File: src/rtl/issue_select.sv
// Issue select: per-FU round-robin pick among ready rows, with FU occupancy
// tracking and an in-order return queue that hands granted rows back for reuse.
module issue_select #(
   parameter int NUM_ROWS = 8,
   parameter int NUM_FUS  = 4,
   parameter int OCC_W    = 4,
   localparam int RW      = $clog2(NUM_ROWS),
   localparam int FW      = $clog2(NUM_FUS)
) (
   input  logic                   clk,
   input  logic                   rst,
   input  logic                   alloc_en,
   input  logic [RW-1:0]          alloc_row,
   input  logic [FW-1:0]          alloc_fu,
   input  logic [OCC_W-1:0]       alloc_occ,
   input  logic [NUM_ROWS-1:0]    request_vector,
   input  logic [NUM_FUS-1:0]     fu_stall,
   output logic [NUM_FUS-1:0]     grant_valid,
   output logic [NUM_FUS*RW-1:0]  grant_row,
   output logic                   free_en,
   output logic [RW-1:0]          free_row,
   output logic [NUM_ROWS-1:0]    entry_valid,
   output logic                   alloc_err
);

   logic [NUM_ROWS-1:0]   valid_q, valid_d;
   logic [FW-1:0]         fu_q     [NUM_ROWS];
   logic [FW-1:0]         fu_d     [NUM_ROWS];
   logic [OCC_W-1:0]      occ_q    [NUM_ROWS];
   logic [OCC_W-1:0]      occ_d    [NUM_ROWS];
   logic [RW-1:0]         rr_ptr_q [NUM_FUS];
   logic [RW-1:0]         rr_ptr_d [NUM_FUS];
   logic [OCC_W-1:0]      busy_q   [NUM_FUS];
   logic [OCC_W-1:0]      busy_d   [NUM_FUS];
   logic [NUM_FUS-1:0]    grant_valid_q, grant_valid_d;
   logic [NUM_FUS*RW-1:0] grant_row_q, grant_row_d;
   logic [RW-1:0]         fifo_q   [NUM_ROWS];
   logic [RW-1:0]         fifo_d   [NUM_ROWS];
   logic [RW-1:0]         head_q, head_d, tail_q, tail_d;
   logic [RW:0]           count_q, count_d;
   logic                  free_en_q, free_en_d;
   logic [RW-1:0]         free_row_q, free_row_d;
   logic                  alloc_err_q, alloc_err_d;
   logic [NUM_FUS-1:0]    sel_hit_s;
   logic [RW-1:0]         sel_row_s [NUM_FUS];

   // Round-robin pick per FU; only rows already valid can win, so a same-cycle alloc never grants.
   always_comb begin : sel_blk
      logic [RW-1:0] idx;
      logic          take;
      idx  = '0;
      take = 1'b0;
      for (int f = 0; f < NUM_FUS; f++) begin
         sel_hit_s[f] = 1'b0;
         sel_row_s[f] = '0;
         for (int k = 0; k < NUM_ROWS; k++) begin
            idx  = rr_ptr_q[f] + RW'(k);
            take = !fu_stall[f] && (busy_q[f] == '0) && !sel_hit_s[f] &&
                   valid_q[idx] && request_vector[idx] && (fu_q[idx] == FW'(f));
            sel_hit_s[f] = sel_hit_s[f] | take;
            sel_row_s[f] = take ? idx : sel_row_s[f];
         end
      end
   end

   // Row table, per-FU pointers/occupancy, grant outputs and return queue next state.
   always_comb begin : nxt_blk
      logic [RW-1:0] wr;
      logic [RW:0]   push_cnt;
      valid_d     = valid_q;
      fu_d        = fu_q;
      occ_d       = occ_q;
      alloc_err_d = alloc_err_q;
      fifo_d      = fifo_q;
      grant_row_d = '0;
      wr          = tail_q;
      push_cnt    = '0;

      if (alloc_en) begin
         if (valid_q[alloc_row]) begin
            alloc_err_d = 1'b1;
         end else begin
            valid_d[alloc_row] = 1'b1;
            fu_d[alloc_row]    = alloc_fu;
            occ_d[alloc_row]   = alloc_occ;
         end
      end else begin
         alloc_err_d = alloc_err_q;
      end

      // Ascending FU order fixes the queue order of same-cycle grants.
      for (int f = 0; f < NUM_FUS; f++) begin
         grant_row_d[f*RW +: RW] = sel_row_s[f];
         if (sel_hit_s[f]) begin
            valid_d[sel_row_s[f]] = 1'b0;
            rr_ptr_d[f]           = sel_row_s[f] + RW'(1);
            busy_d[f]             = occ_q[sel_row_s[f]];
            fifo_d[wr]            = sel_row_s[f];
            wr                    = wr + RW'(1);
            push_cnt              = push_cnt + (RW+1)'(1);
         end else begin
            rr_ptr_d[f] = rr_ptr_q[f];
            busy_d[f]   = (busy_q[f] == '0) ? busy_q[f] : busy_q[f] - OCC_W'(1);
         end
      end
      grant_valid_d = sel_hit_s;

      if (count_q != '0) begin
         free_en_d  = 1'b1;
         free_row_d = fifo_q[head_q];
         head_d     = head_q + RW'(1);
      end else begin
         free_en_d  = 1'b0;
         free_row_d = '0;
         head_d     = head_q;
      end
      tail_d  = wr;
      count_d = count_q + push_cnt - {{RW{1'b0}}, free_en_d};
   end

   // State registers.
   always_ff @(posedge clk or negedge rst) begin
      if (!rst) begin
         valid_q       <= '0;
         grant_valid_q <= '0;
         grant_row_q   <= '0;
         head_q        <= '0;
         tail_q        <= '0;
         count_q       <= '0;
         free_en_q     <= 1'b0;
         free_row_q    <= '0;
         alloc_err_q   <= 1'b0;
         for (int r = 0; r < NUM_ROWS; r++) begin
            fu_q[r]   <= '0;
            occ_q[r]  <= '0;
            fifo_q[r] <= '0;
         end
         for (int f = 0; f < NUM_FUS; f++) begin
            rr_ptr_q[f] <= '0;
            busy_q[f]   <= '0;
         end
      end else begin
         valid_q       <= valid_d;
         fu_q          <= fu_d;
         occ_q         <= occ_d;
         fifo_q        <= fifo_d;
         rr_ptr_q      <= rr_ptr_d;
         busy_q        <= busy_d;
         grant_valid_q <= grant_valid_d;
         grant_row_q   <= grant_row_d;
         head_q        <= head_d;
         tail_q        <= tail_d;
         count_q       <= count_d;
         free_en_q     <= free_en_d;
         free_row_q    <= free_row_d;
         alloc_err_q   <= alloc_err_d;
      end
   end

   assign grant_valid = grant_valid_q;
   assign grant_row   = grant_row_q;
   assign free_en     = free_en_q;
   assign free_row    = free_row_q;
   assign entry_valid = valid_q;
   assign alloc_err   = alloc_err_q;

endmodule

File: config.mk
export PLATFORM = sky130hd
export DESIGN_NAME = issue_select
export DESIGN_NICKNAME = d
export VERILOG_FILES = /design/src/rtl/issue_select.sv
export SDC_FILE = /design/constraint.sdc
export NUM_CORES = 1
export LEC_CHECK = 0
export BUFFER_PORTS_ARGS = -buffer_cell sky130_fd_sc_hd__buf_2
export CAP_MARGIN = 20
export CORE_UTILIZATION = 40
export DETAILED_ROUTE_END_ITERATION = 10
export SLEW_MARGIN = 20
export SYNTH_ARGS = -nofsm -noshare
export SYNTH_HDL_FRONTEND = slang
export SYNTH_SLANG_ARGS = --single-unit
File: constraint.sdc
create_clock -name clk -period 6.1 [get_ports clk]
set_input_delay 1.525 -clock clk [delete_from_list [all_inputs] [get_ports clk]]
set_output_delay 1.525 -clock clk [all_outputs]
set_load 0.01 [all_outputs]
==> impl_metrics.toml <==
[global_route]
antenna_found_initial = 0
grt_pass1_vias = 12000
grt_remaining_overflow = 0
grt_max_degree = 96
grt_usage_pct = 27.6
grt_pass1_wl_um = 70400

[critical_path]
cp-start-kind = "input port"
cp.arrival_ps = 5910
path_cells = "buf_2, nor4bb_1, o2bb2a_1, a211oi_1, nor4_4, o2111a_1, a21boi_2, nor2_1, inv_2, ha_1, nor2_1, nor2_1, ha_1, nand2_1, o31a_1, inv_2, or3_1, nor2_1, o21ai_0"
cp_data_required_time_ps = 6410
path_class = "input port to flip-flop"
cp_slowest_cell = "nor4bb_1"
path_max_fanout = 12
r2r-start = "rr_ptr_q[9]"
crit_family = "simple AND/OR/NAND/NOR gates"
end_kind = "flip-flop"
crit_buf_inv = 3
crit_start = "request_vector[4]"
crit_top_cell = "nor2_1"
max_stage_delay_ps = 520

[route]
drt_iter0_drc = 1504
dr.pass1.iters = 6
postRouteAntennaNets = 0
post_drt_via_cell_ratio = 6.42
vias = 12500
wire_per_inst_um = 23.6
routed_wl_um = 45900
route.detailed.drc = 0

[clock_tree]
cts_tree = "yes"
holdBufCountCts = 0
cts_buffers = 17
cts_root_buf = "clkbuf_16"
htreeDepth = 4
cts_buffer_depth = 2
cts_sinks = 139
post_cts_buffers = 0
cts_resized = 0
clk_pin_slew_worst_paths_ps = 60
clk_latency_ps = 440

[worst_hold_path]
min_path_type = "flip-flop to flip-flop"
min_from = "alloc_err"

[power_and_ir_drop]
power.leakage_nw = 6.08
power_density_mw_per_mm2 = 492
ir_drop_mv = 0.227

[sta]
finalHoldViolations = 0
skew_ps = 14.0
fmax_ghz = 0.178
maxSlewViolCount = 0
fin_ws_ps = 497
hold_slack_ps = 474
period_needed_ps = 5600
rsz0062_at_grt = "false"
maxSlewHeadroom_pct = 28.4
setup_viol = 0
worst_slew_pin_slew_ps = 1060
period_share_pct = 91.9
fin_tns_setup_ps = 0

[flow_run]
max_cap_viol_count = 0

[status]
status = "complete, no violations"

[yosys]
synthArstFlopShare_pct = 100
yosysWarnings = 0
yosysTopAreaCellShare_pct = 26.5
syn-mean-instance-area_um2 = 8.97
ys_ff_latch = 139
synth_top_cell_by_area = "dfrtp_1"
syn_nets = 1520
yosysSeqAreaShare_pct = 26.5
yosys-top-cells-area = "dfrtp_1, mux2i_1, mux4_2"
synth-edff-count = 0
synthFlopType = "dfrtp_1"
synth_area_mm2 = 0.0131
yosysUniqueCellTypes = 111
netlist_instances = 1463

[cells_and_area]
final_common_cell = "dfrtp_1"
layout.filler_cells = 3167
multi_input_area_mm2 = 0.00891
drive_gt1_share_pct = 20.6
syn2layout_area_growth_pct = 10.9
regArea_mm2 = 0.00348
instances_no_fill = 1944
final_cell_mix = "dfrtp_1, nand2_1, nor2_1"
final_nets = 1552

[placement]
place_hpwl_um = 34300
post-place-ws_ps = 159
gp_congestion = 0.977
dpl.cell_count = 1911
portBuffers = 52

[floorplanning]
rows = 65
initial_utilization_pct = 41.1
dieArea_mm2 = 0.0335
io-pin-count = 53
die_h_um = 183
core_mm2 = 0.0319
die_width_um = 183
[power by group]
part / internal [mW] / leakage [nW] / switching [mW]
clock: 0.624 / 0.295 / 0.451
combinational: 1.76 / 4.06 / 2.32
sequential: 1.32 / 1.73 / 0.670
[through the flow]
stage	area [µm²]	total power [mW]	utilization [%]
after detailed placement	13900	5.99	43.7
after floorplan	13100	4.77	-
after global routing	14500	7.62	45.6
after CTS	14500	7.09	45.6
after global placement	13900	5.95	43.7
final	14500	7.15	45.6
[synthesized netlist by cell type, types with 13 or more instances]
| cell type | number |
|---|---|
| a211o_1 | 15 |
| a211oi_1 | 18 |
| a21oi_1 | 51 |
| a22oi_1 | 21 |
| and3_1 | 17 |
| buf_2 | 40 |
| clkbuf_1 | 42 |
| dfrtp_1 | 139 |
| ha_1 | 32 |
| inv_1 | 55 |
| mux2_2 | 63 |
| mux2i_1 | 79 |
| mux4_2 | 33 |
| nand2_1 | 129 |
| nand2b_1 | 17 |
| nand3_1 | 34 |
| nand4_1 | 18 |
| nand4b_1 | 15 |
| nor2_1 | 83 |
| nor3_1 | 40 |
| o211ai_1 | 38 |
| o21ai_0 | 57 |
| o22ai_1 | 29 |
| or2_2 | 13 |
| or3_1 | 23 |
| xnor2_1 | 23 |
[sequential cells by signal (all words and copies together), names as in the netlist, 3 cells and up]
name	cells
count_q	4
tail_q	3
head_q	3
rr_ptr_q	12
free_row	3
fifo_q	24
occ_q	32
grant_row	12
fu_q	16
entry_valid	8
grant_valid	4
busy_q	16
[worst paths after layout]
path	end	slack [ps]	depth (start not counted)
max	fifo_q[9]	500	19
min	alloc_err	470	1
max reg2reg	fifo_q[9]	790	20
min reg2reg	alloc_err	470	1
max in group asynchronous	rr_ptr_q[9]	3660	2
min in group asynchronous	grant_row[4]	1170	1
[routing by layer]
metal | up-vias | global-route usage, % | share of wire [%]
met2 | 584 | 44.0 | 46
met1 | 6108 | 37.6 | 43
met5 | - | 0 | 0
met4 | 0 | 11.2 | 3.4
li1 | 5669 | - | -
met3 | 117 | 3.87 | 7.7
[kinds of logic (layout without fill, tap and decap cells)]
family / count (synthesis) / count (layout) / synth area share, %
AND/OR/NAND/NOR: 509 / 509 / 22.1
flip-flops: 139 / 139 / 26.5
AO/OA/AOI/OAI: 394 / 394 / 22.1
other: 0 / 1 / 0
buffers and inverters: 172 / 217 / 5.69
XOR/XNOR: 39 / 39 / 3.05
multiplexers: 177 / 177 / 17.3
adder cells (fa/ha/maj): 33 / 33 / 3.21
[area by class of cell]
cell class / instances / area share (%)
clock buffers: 19 / 3.04
multi-input cells: 1152 / 61.3
clock inverters: 13 / 1.07
flip-flops and latches: 139 / 23.9
well taps: 435 / 3.74
repair buffers: 114 / 5.12
diodes: 1 / 0.0172
inverters: 71 / 1.85
(Power assumes the default switching activity.)
